$ cat src/rtl/meas_sched.sv
// meas_sched -- measurement-window scheduler for the statistics stage.
//
// Software programs WINDOW / RTT / PROTO over the localbus and writes go.
// The block then clears the statistics counters (CLEAR), holds sent_start
// for WINDOW cycles (RUN), pulses sent_end and waits RTT drain cycles
// (DRAIN), and captures the 64-bit bit/packet counters (SNAP).
//
// Optional feature macro: MEAS_SCHED_PERIODIC_EN
//   defined   -> CTRL bit3 'periodic' and register 0x24 GAP exist; after SNAP
//                the block idles GAP cycles and restarts automatically.
//   undefined -> single-shot only; CTRL bit3 and GAP read 0.
//
// Ports:
//   clk, rst_n            clock, asynchronous active-low reset
//   cfg_cs_n, cfg_rw      localbus select (active-low), 0=write 1=read
//   cfg_addr, cfg_wdata   localbus address / write data
//   cfg_ack_n, cfg_rdata  localbus acknowledge (active-low) / read data
//   sent_start            high for the whole RUN state
//   sent_end              one-cycle pulse on entry to DRAIN
//   stat_reset            one-cycle pulse in CLEAR
//   protocol_type, n_rtt  PROTO / RTT latched when a run starts
//   stat_bit_cnt/pkt_cnt  counters from the statistics module (CNT_W <= 64)

module meas_sched #(
    parameter logic [31:0] ADDR_BASE = 32'h0000_0000,
    parameter int          CNT_W     = 64
) (
    input  logic             clk,
    input  logic             rst_n,
    input  logic             cfg_cs_n,
    input  logic             cfg_rw,
    input  logic [31:0]      cfg_addr,
    input  logic [31:0]      cfg_wdata,
    output logic             cfg_ack_n,
    output logic [31:0]      cfg_rdata,
    output logic             sent_start,
    output logic             sent_end,
    output logic             stat_reset,
    output logic [7:0]       protocol_type,
    output logic [31:0]      n_rtt,
    input  logic [CNT_W-1:0] stat_bit_cnt,
    input  logic [CNT_W-1:0] stat_pkt_cnt
);

    localparam logic [2:0] S_IDLE  = 3'd0;
    localparam logic [2:0] S_CLEAR = 3'd1;
    localparam logic [2:0] S_RUN   = 3'd2;
    localparam logic [2:0] S_DRAIN = 3'd3;
    localparam logic [2:0] S_SNAP  = 3'd4;
    localparam logic [2:0] S_GAP   = 3'd5;

    logic [2:0]  state_q, state_d;
    logic [31:0] cnt_q, cnt_d;
    logic        ack_q;
    logic [31:0] rdata_q;
    logic [31:0] window_q, rtt_q;
    logic [7:0]  proto_q;
    logic [7:0]  proto_lat_q;
    logic [31:0] rtt_lat_q;
    logic        done_q, aborted_q;
    logic [15:0] run_cnt_q;
    logic [63:0] bits_q, pkts_q;
    logic        end_q;
    logic        periodic;
    logic [31:0] gap_val;

    // ---------------------------------------------------------------
    // Localbus decode: one access per cs_n assertion; ack_q blocks a
    // second access until cs_n has been released.
    // ---------------------------------------------------------------
    logic       acc, hit, wr, busy;
    logic [7:0] off;
    logic       ctrl_wr, abort_req, go_req, clr_req, snap_en, relatch;

    assign acc       = !cfg_cs_n && !ack_q;
    assign hit       = (cfg_addr[31:8] == ADDR_BASE[31:8]);
    assign off       = cfg_addr[7:0];
    assign wr        = acc && !cfg_rw && hit;
    assign busy      = (state_q != S_IDLE);
    assign ctrl_wr   = wr && (off == 8'h00);
    assign abort_req = ctrl_wr && cfg_wdata[1];
    // abort beats go when both are written together
    assign go_req    = ctrl_wr && cfg_wdata[0] && !cfg_wdata[1] && !busy;
    assign clr_req   = ctrl_wr && cfg_wdata[2];

`ifdef MEAS_SCHED_PERIODIC_EN
    logic        periodic_q;
    logic [31:0] gap_q;
    assign periodic = periodic_q;
    assign gap_val  = gap_q;

    always_ff @(posedge clk or negedge rst_n) begin
        if (!rst_n) begin
            periodic_q <= 1'b0;
            gap_q      <= '0;
        end else begin
            if (ctrl_wr)
                periodic_q <= cfg_wdata[3] && !cfg_wdata[1];
            if (wr && off == 8'h24 && !busy)
                gap_q <= cfg_wdata;
        end
    end
`else
    assign periodic = 1'b0;
    assign gap_val  = 32'd0;
`endif

    function automatic logic [31:0] max1(input logic [31:0] v);
        return (v == 32'd0) ? 32'd1 : v;
    endfunction

    // ---------------------------------------------------------------
    // Sequencer. cnt_q is loaded on entry to each timed state and the
    // state is left in the cycle where it reads 1.
    // ---------------------------------------------------------------
    always_comb begin
        state_d = state_q;
        cnt_d   = cnt_q;
        snap_en = 1'b0;
        relatch = 1'b0;
        case (state_q)
            S_IDLE: if (go_req) begin
                state_d = S_CLEAR;
                relatch = 1'b1;
            end
            S_CLEAR: begin
                state_d = S_RUN;
                cnt_d   = max1(window_q);
            end
            S_RUN: if (cnt_q == 32'd1) begin
                state_d = S_DRAIN;
                cnt_d   = max1(rtt_lat_q);
            end else begin
                cnt_d = cnt_q - 32'd1;
            end
            S_DRAIN: if (cnt_q == 32'd1) begin
                state_d = S_SNAP;
            end else begin
                cnt_d = cnt_q - 32'd1;
            end
            S_SNAP: begin
                snap_en = 1'b1;
                if (periodic) begin
                    state_d = S_GAP;
                    cnt_d   = max1(gap_val);
                end else begin
                    state_d = S_IDLE;
                end
            end
            S_GAP: if (cnt_q == 32'd1) begin
                state_d = S_CLEAR;
                relatch = 1'b1;
            end else begin
                cnt_d = cnt_q - 32'd1;
            end
            default: state_d = S_IDLE;
        endcase
        if (abort_req && busy) begin
            state_d = S_IDLE;
            snap_en = 1'b0;
            relatch = 1'b0;
        end
    end

    // Counter inputs narrower than 64 bits are zero-extended.
    logic [63:0] bit_ext, pkt_ext;
    always_comb begin
        bit_ext = '0;
        pkt_ext = '0;
        bit_ext[CNT_W-1:0] = stat_bit_cnt;
        pkt_ext[CNT_W-1:0] = stat_pkt_cnt;
    end

    logic [31:0] rd_mux;
    always_comb begin
        rd_mux = 32'd0;
        case (off)
            8'h00: rd_mux = {28'd0, periodic, 3'd0};
            8'h04: rd_mux = window_q;
            8'h08: rd_mux = rtt_q;
            8'h0C: rd_mux = {24'd0, proto_q};
            8'h10: rd_mux = {run_cnt_q, 9'd0, aborted_q, busy, done_q, 1'b0, state_q};
            8'h14: rd_mux = bits_q[31:0];
            8'h18: rd_mux = bits_q[63:32];
            8'h1C: rd_mux = pkts_q[31:0];
            8'h20: rd_mux = pkts_q[63:32];
            8'h24: rd_mux = gap_val;
            default: rd_mux = 32'd0;
        endcase
        if (!hit)
            rd_mux = 32'd0;
    end

    always_ff @(posedge clk or negedge rst_n) begin
        if (!rst_n) begin
            state_q     <= S_IDLE;
            cnt_q       <= '0;
            ack_q       <= 1'b0;
            rdata_q     <= '0;
            window_q    <= '0;
            rtt_q       <= '0;
            proto_q     <= '0;
            proto_lat_q <= '0;
            rtt_lat_q   <= '0;
            done_q      <= 1'b0;
            aborted_q   <= 1'b0;
            run_cnt_q   <= '0;
            bits_q      <= '0;
            pkts_q      <= '0;
            end_q       <= 1'b0;
        end else begin
            state_q <= state_d;
            cnt_q   <= cnt_d;
            end_q   <= (state_q == S_RUN) && (state_d == S_DRAIN);

            if (acc)
                ack_q <= 1'b1;
            else if (cfg_cs_n)
                ack_q <= 1'b0;
            if (acc && cfg_rw)
                rdata_q <= rd_mux;

            if (wr && !busy) begin
                if (off == 8'h04) window_q <= cfg_wdata;
                if (off == 8'h08) rtt_q    <= cfg_wdata;
                if (off == 8'h0C) proto_q  <= cfg_wdata[7:0];
            end

            if (relatch) begin
                proto_lat_q <= proto_q;
                rtt_lat_q   <= rtt_q;
            end

            if (go_req) begin
                done_q    <= 1'b0;
                aborted_q <= 1'b0;
            end
            if (clr_req)
                done_q <= 1'b0;
            if (abort_req && busy)
                aborted_q <= 1'b1;
            if (snap_en) begin
                done_q    <= 1'b1;
                run_cnt_q <= run_cnt_q + 16'd1;
                bits_q    <= bit_ext;
                pkts_q    <= pkt_ext;
            end
        end
    end

    assign cfg_ack_n     = !ack_q;
    assign cfg_rdata     = rdata_q;
    assign sent_start    = (state_q == S_RUN);
    assign stat_reset    = (state_q == S_CLEAR);
    assign sent_end      = end_q;
    assign protocol_type = proto_lat_q;
    assign n_rtt         = rtt_lat_q;

endmodule

$ cat config.mk
export PLATFORM = sky130hd
export DESIGN_NAME = meas_sched
export DESIGN_NICKNAME = d
export VERILOG_FILES = /design/src/rtl/meas_sched.sv
export SDC_FILE = /design/constraint.sdc
export NUM_CORES = 1
export LEC_CHECK = 0
export ABC_CLOCK_PERIOD_IN_PS = 2750
export CAP_MARGIN = 10
export CORE_ASPECT_RATIO = 0.6
export CORE_UTILIZATION = 40
export CTS_BUF_LIST = sky130_fd_sc_hd__clkbuf_16
export CTS_CLUSTER_DIAMETER = 200
export DETAILED_ROUTE_END_ITERATION = 16
export PLACE_DENSITY = 0.66
export SLEW_MARGIN = 20
export SYNTH_ARGS = -nofsm -noshare
export SYNTH_HDL_FRONTEND = slang
export SYNTH_SLANG_ARGS = --single-unit
export TNS_END_PERCENT = 30
$ cat constraint.sdc
create_clock -name clk -period 2.75 [get_ports clk]
set_clock_uncertainty 0.15 [all_clocks]
set_input_delay 0.4125 -clock clk [delete_from_list [all_inputs] [get_ports clk]]
set_output_delay 0.4125 -clock clk [all_outputs]
set_load 0.01 [all_outputs]
==> results.yml, run 1 <==
grt:
  grt_pass1_wl_um: 77760
  track_usage_pct: 26.73
  grt_antenna_before_repair: 1
  grt_overflow: 0
  grt_start_max_net_pins: 89
  grt_pass1_vias: 12469
cts:
  cts_buffer_depth: 3
  numCtsBuffers: 34
  path_clk_slew_ns: 0.07
  h-tree-depth: 2
  clock_latency_ns: 0.53
  cts_tree: "yes"
  root_buffer: "clkbuf_16"
  numClockSinks: 327
flow_run:
  cap_violations: 0
synth:
  ys_warn_count: 0
  synthArstFlopShare_pct: 100.0
  synthFlopType: "dfrtp_1"
  netlist_area_mm2: 0.01527
  synthesis.nets: 1449
  syn_area_per_cell_um2: 12.21
  synth_edf_count: 0
  ys_ff_latch: 327
  postSynthCellCount: 1250
  ys_types: 67
  ys_seq_area_share_pct: 53.60
finish:
  final_core_util_pct: 56.04
  num-nets-final: 1820
  syn_to_final_growth_pct: 38.18
  fin_cells: 2156
  final_layout_size_suffix_gt1_share_pct: 29.84
drt:
  postRouteAntennaNets: 0
  firstDrtPassIters: 8
  drc: 0
  drtIter0Drc: 1141
  vias: 12430
  avgViaCountPerCell: 5.765
  wl_per_cell_um: 24.21
  wl_um: 52200
timing:
  rsz0062_at_grt: "true"
  worst_pin_slew_ns: 0.8550
  maxSlewHeadroom_pct: 42.56
  fin_tns_setup_ns: -7.241
  setup_viol: 69
  postLayoutSetupSlackWorst_ns: -0.1660
  report.final.hold_viol_count: 0
  min_period_ns: 2.916
  hold_ws_ns: 0.3158
  maxSlewViolCount: 0
  fmax_mhz: 342.9
  period_share_pct: 106.0
placement:
  dp_hpwl_um: 38010
  place_inst: 2084
  place_congestion: 0.9296
  port_buffers: 271
worst_setup_path:
  endpoint_kind: "flop"
  cp_data_required_time_ns: 3.00
  arrival_ns: 3.16
  crit_type: "flop to flop"
  path_max_fanout: 10
  r2r-start: "cnt_q[11]"
  cp-startpoint: "cnt_q[11]"
  crit_path_start_kind: "flop"
run_status:
  violations: "setup timing"
  outcome: "finished, violations left"
floorplan:
  core_area_mm2: 0.03764
  fp.dieW_um: 254.2
  fp.dieH_um: 153.3
  start_util_pct: 40.56
  rows: 55
  io_pins: 272
  dieArea_mm2: 0.03898
power:
  power.leakage_nw: 9.130
  vdd_drop_max_mv: 0.3188
  power_density_mw_per_mm2: 473.8
worst_hold_path:
  holdCritPathClass: "input pin to asynchronous set/reset pin"
-- sequential cells by signal (all words and copies together) (netlist names) --
register / cells
aborted_q: 1
ack_q: 1
bits_q: 64
cfg_rdata: 32
cnt_q: 32
done_q: 1
n_rtt: 32
pkts_q: 64
proto_q: 8
protocol_type: 8
rtt_q: 32
run_cnt_q: 16
sent_end: 1
state_q: 3
window_q: 32
-- timing repair --
item / 4_1_cts / 5_1_grt
setup endpoints to repair: 76 / 74
pin swaps: 9 / 1
hold buffers: 1 / 0
buffers inserted: 6 / 1
resized for setup: 42 / 28
hold endpoints to repair: 60 / 0
cloned: 4 / 2
-- cell families after synthesis --
family,count (synthesis),synth area share [%]
flops,327,53.60
compound gates,295,14.13
mux,266,19.88
simple gates,237,8.376
buf+inv,106,2.844
xor+xnor,16,0.9180
fa+ha+maj,3,0.2459
-- routing by layer --
metal | vias up | wire [um] | GRT usage (%)
li1 | 5507 | - | -
met3 | 71 | 4402 | 6.608
met5 | - | 0 | 0
met4 | 0 | 1073 | 6.627
met2 | 502 | 23130 | 39.83
met1 | 6350 | 23590 | 38.80
-- path summary, 6_finish.rpt --
path	to	cells after the start	slack, ns
min in group clk	run_cnt_q[15]	1	0.33
setup / recovery	n_rtt[9]	10	-0.17
hold reg to reg	run_cnt_q[15]	1	0.33
hold / removal	pkts_q[6]	2	0.32
max in group asynchronous	cfg_rdata[2]	3	1.29
setup reg to reg	n_rtt[9]	10	-0.17
-- layout by cell type, fill, tap and decap left out, types with 13 or more instances in the layout --
master | Yosys | final
a22o_1 | 60 | 59
o21ai_0 | 36 | 35
nand4_1 | 13 | 13
nand2_1 | 49 | 49
o22ai_1 | 18 | 18
inv_1 | 17 | 23
a22oi_1 | 48 | 47
mux2_4 | 0 | 31
buf_4 | 2 | 122
a222oi_1 | 20 | 20
nor4_1 | 29 | 27
nor3_1 | 28 | 26
buf_12 | 0 | 18
xnor2_1 | 14 | 14
o21ai_1 | 17 | 15
a21oi_1 | 27 | 26
clkbuf_16 | 0 | 37
mux2_2 | 218 | 218
dfrtp_1 | 327 | 327
clkdlybuf4s50_1 | 0 | 270
nor2_1 | 40 | 37
-- where the power goes --
group | switching (mW) | leakage, nW | internal [mW]
Clock | 1.94 | 0.512 | 2.39
Combinational | 0.296 | 4.36 | 0.400
Sequential | 0.0541 | 4.26 | 4.91
-- Yosys cell counts, types with 3 or more instances --
master,number,share of area [%]
xnor2_1,14,0.80
inv_1,17,0.42
or4_1,8,0.39
mux2i_1,4,0.26
mux4_2,4,0.59
and3_1,9,0.37
ha_1,3,0.25
and2_1,8,0.33
nor2_1,40,0.98
o22ai_1,18,0.74
mux2_1,40,3.0
or2_2,3,0.12
a211oi_1,6,0.30
a222oi_1,20,1.3
nand2b_1,7,0.29
mux2_2,218,16
o21ai_0,36,1.2
a21o_1,6,0.30
a22o_1,60,3.4
buf_1,8,0.20
buf_2,11,0.36
nor3_1,28,0.92
nand4_1,13,0.53
or3_1,8,0.33
a21oi_1,27,0.89
o31a_1,4,0.23
nand3_1,11,0.36
clkbuf_1,66,1.6
o211ai_1,5,0.25
dfrtp_1,327,54
a221oi_1,9,0.52
o21ai_1,17,0.56
a31oi_1,8,0.33
nor4_1,29,1.2
o31ai_1,6,0.30
nor2b_1,7,0.29
a22oi_1,48,2.4
nand2_1,49,1.2
o2bb2ai_1,13,0.75
-- area by class of cell --
type | instances | area, um2
fillers | 3169 | 16550
flip-flops and latches | 327 | 8183
multi-input cells | 817 | 6983
repair buffers | 424 | 4215
clock buffers | 35 | 875.8
well taps | 513 | 641.9
clock inverters | 22 | 128.9
inverters | 17 | 63.81
diodes | 1 | 2.502
-- critical path: stages (launching register included) --
cell and delay [ns]:
dfrtp_1 0.38, or4_4 0.61, nor4_4 0.23, buf_4 0.15, and3_4 0.21, a32oi_2 0.12
nor3_2 0.17, buf_4 0.17, buf_6 0.10, buf_12 0.15, mux2_1 0.33
-- stage by stage --
step	instance area [um2]	worst slack (ns)	total power [mW]
detailed placement	19570	-0.3259	5.748
CTS	20920	-0.1551	10.07
global route	21090	-0.2610	10.34
floorplan	15310	-0.02036	5.209
global placement	19570	-0.3361	5.736
finish	21090	-0.1660	9.995
Note: power is estimated with default switching activity, not from simulation.
==> inputs of run 2 (changes only) <==
--- a/config.mk
+++ b/config.mk
@@ -9,7 +9,6 @@
 export CAP_MARGIN = 10
 export CORE_ASPECT_RATIO = 0.6
 export CORE_UTILIZATION = 40
-export CTS_BUF_LIST = sky130_fd_sc_hd__clkbuf_16
 export CTS_CLUSTER_DIAMETER = 200
 export DETAILED_ROUTE_END_ITERATION = 16
 export PLACE_DENSITY = 0.66
==> run 2 against run 1 <==
The flow still finishes with violations (setup timing). Via count barely moved. Flip-flop and latch count did not move. Largest power group unchanged. Critical path type unchanged. Sequential power barely moved. Routed wire length fell by 0.41%.
==> results.yml, run 2 (synthesized netlist as in run 1, its figures left out) <==
drt:
  drc: 0
  wl_um: 51990
  postRouteAntennaNets: 0
  avgViaCountPerCell: 5.773
  wl_per_cell_um: 24.13
  vias: 12436
  drtIter0Drc: 1177
  firstDrtPassIters: 7
finish:
  final_layout_size_suffix_gt1_share_pct: 30.37
  multi_input_area_mm2: 0.006982
  top_regs: "bits_q (64), pkts_q (64)"
  layout_commonest_cell: "dfrtp_1"
  num-nets-final: 1818
  mostFrequentLayoutCells: "327 x dfrtp_1, 270 x clkdlybuf4s50_1, 218 x mux2_2"
  syn_to_final_growth_pct: 38.46
  final_core_util_pct: 56.15
  regArea_mm2: 0.008183
  fill_cells: 3171
flow_run:
  cap_violations: 0
worst_setup_path:
  arrival_ns: 3.20
  cp_data_required_time_ns: 3.01
  crit_type: "flop to flop"
  path_max_fanout: 5
  endpoint_kind: "flop"
  crit_path_start_kind: "flop"
floorplan:
  dieArea_mm2: 0.03898
  fp.dieH_um: 153.3
  fp.dieW_um: 254.2
  start_util_pct: 40.56
  core_area_mm2: 0.03764
  io_pins: 272
  rows: 55
placement:
  place_congestion: 0.9296
  dp_hpwl_um: 38010
  port_buffers: 271
grt:
  grt_start_max_net_pins: 89
  grt_antenna_before_repair: 1
  grt_pass1_vias: 12441
  grt_overflow: 0
  track_usage_pct: 26.73
  grt_pass1_wl_um: 78080
timing:
  fmax_mhz: 339.2
  fin_tns_setup_ns: -6.338
  maxSlewHeadroom_pct: 40.84
  period_share_pct: 107.2
  setup_viol: 66
  rsz0062_at_grt: "true"
  postLayoutSetupSlackWorst_ns: -0.1978
  worst_pin_slew_ns: 0.8793
  maxSlewViolCount: 0
  report.final.hold_viol_count: 0
  min_period_ns: 2.948
cts:
  cts_tree: "yes"
  clock_latency_ns: 0.53
  cts_buffer_depth: 3
  root_buffer: "clkbuf_16"
  numCtsBuffers: 34
  path_clk_slew_ns: 0.07
  numClockSinks: 327
  h-tree-depth: 2
run_status:
  violations: "setup timing"
  outcome: "finished, violations left"
power:
  power_density_mw_per_mm2: 485.2
  finalPower_mw: 10.26
  vdd_drop_max_mv: 0.3152
  power.leakage_nw: 9.118
worst_hold_path:
  holdCritPathClass: "input pin to asynchronous set/reset pin"
run 2: changes by cell type in the layout (fill, tap and decap cells not counted), sizes merged:
cell and delta:
buf -1, clkbuf +14, clkinv -8, inv -7
run 2: worst paths after layout:
path | from | to | slack [ns] | cells after the start
min in group clk | run_cnt_q[15] | run_cnt_q[15] | 0.33 | 1
setup / recovery | cnt_q[11] | n_rtt[20] | -0.20 | 10
hold reg to reg | run_cnt_q[15] | run_cnt_q[15] | 0.33 | 1
hold / removal | rst_n | pkts_q[6] | 0.31 | 2
setup reg to reg | cnt_q[11] | n_rtt[20] | -0.20 | 10
max in group asynchronous | rst_n | cfg_rdata[2] | 1.30 | 3
run 2: worst max-delay path, stage by stage (launching register included):
cell and delay [ns]:
dfrtp_1 0.38, or4_4 0.61, nor4_4 0.23, buf_4 0.15, and3_4 0.21, a32oi_2 0.12
nor3_2 0.17, buf_4 0.17, buf_6 0.12, clkbuf_16 0.17, mux2_1 0.33
run 2: cell type report:
class                   count  area share, %
diodes                      1        0.01184
clock buffers              50          4.789
clock inverters             7         0.3433
inverters                  17         0.3019
multi-input cells         817          33.03
flip-flops and latches    327          38.71
well taps                 513          3.037
repair buffers            422          19.77
run 2: what timing repair did:
| action | 4_1_cts | 5_1_grt |
|---|---|---|
| buffers inserted | 6 | 0 |
| hold endpoints to repair | 60 | 0 |
| resized for setup | 44 | 28 |
| pin swaps | 9 | 2 |
| endpoints found under the setup margin | 76 | 74 |
| hold buffers | 1 | 0 |
| gates cloned | 4 | 1 |
run 2: metal layers:
metal | GRT usage [%] | routed length (um) | vias up
met4 | 5.680 | 954 | 2
li1 | - | - | 5508
met5 | 0 | 95 | -
met1 | 39.23 | 23560 | 6336
met2 | 40.18 | 22980 | 523
met3 | 6.063 | 4399 | 67
run 2: stage by stage:
step / area [um2] / worst slack [ns] / hold WS, ns / std cells
CTS: 21010 / -0.1560 / 0.3230 / 2152
detailed placement: 19570 / -0.3259 / 0.2645 / 2084
global route: 21140 / -0.2612 / 0.3455 / 2154
finish: 21140 / -0.1978 / 0.3129 / 2154
floorplan: 15310 / -0.02036 / -0.03309 / 1250
global placement: 19570 / -0.3361 / 0.2706 / 2084
run 2: where the power goes:
group | internal (mW) | leakage, nW | switching [mW]
logic | 0.400 | 4.33 | 0.295
registers | 4.91 | 4.26 | 0.0542
clock network | 2.65 | 0.528 | 1.95
==> inputs of run 3 (changes only) <==
--- a/config.mk
+++ b/config.mk
@@ -5,13 +5,14 @@
 export SDC_FILE = /design/constraint.sdc
 export NUM_CORES = 1
 export LEC_CHECK = 0
+export ABC_AREA = 1
 export ABC_CLOCK_PERIOD_IN_PS = 2750
 export CAP_MARGIN = 10
 export CORE_ASPECT_RATIO = 0.6
 export CORE_UTILIZATION = 40
 export CTS_CLUSTER_DIAMETER = 200
 export DETAILED_ROUTE_END_ITERATION = 16
-export PLACE_DENSITY = 0.66
+export PLACE_DENSITY = 0.65
 export SLEW_MARGIN = 20
 export SYNTH_ARGS = -nofsm -noshare
 export SYNTH_HDL_FRONTEND = slang
==> run 3 against run 2 <==
The flow now finishes without violations. Via count is 26% higher. Combinational power fell by 29%. Worst setup slack improved by 0.40 ns. Total power fell by 0.31%. Flip-flop and latch count is the same. Design area is 2.3% higher. Clock power grew 7.0%. Global-route usage shrank 1.1 points. Cell count grew 44%. Routed wire length rose by 4.9%. Critical endpoint is now sent_start. Largest power group is now clock.
==> results.yml, run 3 <==
finish:
  final_core_util_pct: 53.18
  fin_area_mm2: 0.02162
  final_layout_size_suffix_gt1_share_pct: 8.984
  syn_to_final_growth_pct: 30.34
  num-nets-final: 2733
  mostFrequentLayoutCells: "769 x nand2_1, 327 x dfrtp_1, 276 x nor2_1"
  fin_cells: 3092
  fill_cells: 3872
  layout_commonest_cell: "nand2_1"
  top_regs: "bits_q (64), pkts_q (64)"
synth:
  syn_area_per_cell_um2: 7.418
  postSynthCellCount: 2236
  synthTopCellsByArea: "dfrtp_1 49%, nand2_1 17%, nor2_1 6.2%"
  synth_edf_count: 0
  synth_common_cells: "769 x nand2_1, 327 x dfrtp_1, 276 x nor2_1"
  netlist_area_mm2: 0.01659
  synthesis.nets: 2435
  ys_types: 39
  yosysMostFrequentCell: "nand2_1"
  synth_largest_area_cell: "dfrtp_1"
  ys_warn_count: 0
  synthArstFlopShare_pct: 100.0
  ys_seq_area_share_pct: 49.34
  netlist.area_leader.share_pct: 49.34
  synthFlopType: "dfrtp_1"
  ys_ff_latch: 327
timing:
  min_period_ns: 2.550
  worst_pin_slew_ns: 0.6235
  postLayoutSetupSlackWorst_ns: 0.2003
  fin_tns_setup_ns: 0
  report.final.hold_viol_count: 0
  maxSlewHeadroom_pct: 58.37
  period_share_pct: 92.72
  rsz0062_at_grt: "false"
  fmax_mhz: 392.2
  setup_viol: 0
  maxSlewViolCount: 0
floorplan:
  core_area_mm2: 0.04065
  fp.dieW_um: 264.9
  start_util_pct: 40.80
  rows: 57
  dieArea_mm2: 0.04231
  io_pins: 272
  fp.dieH_um: 159.7
grt:
  grt_start_max_net_pins: 77
  met3_usage_pct: 5.659
  grt_use_met1_pct: 39.49
  grtUsageMet2_pct: 37.00
  busiest_layer: "met1"
  grt_overflow: 0
  grt_pass1_vias: 15082
  grt_pass1_wl_um: 84660
  track_usage_pct: 25.68
  grt_antenna_before_repair: 1
cts:
  root_buffer: "clkbuf_16"
  path_clk_slew_ns: 0.06
  clock_latency_ns: 0.53
  h-tree-depth: 2
  numCtsBuffers: 34
  cts_tree: "yes"
  postCtsSetupBuffers: 0
  numClockSinks: 327
  cts_buffer_depth: 3
power:
  vdd_drop_max_mv: 0.3292
  power_density_mw_per_mm2: 472.9
  power.leakage_nw: 10.85
run_status:
  outcome: "completed"
drt:
  avgViaCountPerCell: 5.082
  drtIter0Drc: 1634
  drc: 0
  firstDrtPassIters: 8
  wl_um: 54530
  vias: 15715
  postRouteAntennaNets: 0
  wl_per_cell_um: 17.64
placement:
  pre_cts_slack_ns: 0.07743
  dp_hpwl_um: 41230
  place_inst: 3028
  dpl_cell_area_mm2: 0.02042
  place_congestion: 0.9657
  port_buffers: 271
worst_setup_path:
  cp_data_required_time_ns: 2.19
  arrival_ns: 1.99
  path_max_fanout: 6
  endpoint_kind: "primary output"
  critical_path.max_stage_delay_ns: 0.55
  crit_path_start_kind: "flop"
  crit_type: "flop to primary output"
  cpMaxStageDelayCell: "clkdlybuf4s50_1"
  cp_cell_sequence: "inv_2, nand3_1, inv_1, clkdlybuf4s50_1"
worst_hold_path:
  holdCritPathClass: "input pin to flop"
flow_run:
  cap_violations: 0
==> run 3: logic make-up (layout without fill, tap and decap cells) <==
kind of cell	after synthesis	after routing	synth area share, %
adder cells (fa/ha/maj)	3	3	0.2263
buffers and inverters	339	663	8.442
other	0	1	0
AND/OR/NAND/NOR	1256	1256	30.94
AO/OA/AOI/OAI	281	281	9.475
XOR/XNOR	30	30	1.584
flip-flops	327	327	49.34
==> run 3: cell type report <==
type	count	area [um2]	area share, %
Multi-Input combinational cell	1570	7013	32.44
Antenna cell	1	2.502	0.01158
Clock buffer	51	1049	4.850
Sequential cell	327	8183	37.85
Timing Repair Buffer	355	3638	16.83
Tap cell	531	664.4	3.073
Clock inverter	11	138.9	0.6424
Inverter	246	929.6	4.300
==> run 3: critical path: cells and delay by family, from the launching register on <==
kind                   cells  cell delay, ns
buffers and inverters      3            0.84
AND/OR/NAND/NOR            1            0.18
flip-flops                 1            0.44
==> run 3: power breakdown <==
group          internal (mW)  switching [mW]
registers               4.81        0.000372
logic                  0.276           0.219
clock network           2.93            1.99
total                   8.02            2.21
==> run 3: metrics by stage <==
stage / total power, mW / hold slack, ns
floorplan: 4.940 / -0.03309
global placement: 5.400 / 0.2474
detailed placement: 5.398 / 0.2507
CTS: 10.33 / 0.2429
global route: 10.53 / 0.2592
finish: 10.22 / 0.2623
==> run 3: routing by layer <==
layer | wire length (um) | vias to the layer above
li1 | - | 7569
met1 | 26230 | 7564
met2 | 23010 | 523
met3 | 4584 | 59
met4 | 702 | 0
met5 | 0 | -
==> run 3: what timing repair did <==
| item | 4_1_cts | 5_1_grt |
|---|---|---|
| hold endpoints to repair | 54 | 0 |
| gates resized for setup | 0 | 0 |
| hold buffers | 1 | 0 |
==> run 3: final timing paths <==
path,startpoint,endpoint,slack (ns),cells past startpoint
hold / removal,cfg_cs_n,ack_q,0.26,2
hold reg to reg,pkts_q[28],pkts_q[28],0.33,2
max in group asynchronous,rst_n,bits_q[1],1.32,3
setup reg to reg,cnt_q[0],cnt_q[28],0.25,11
setup / recovery,state_q[2],sent_start,0.20,4
min in group asynchronous,rst_n,cnt_q[12],0.28,2
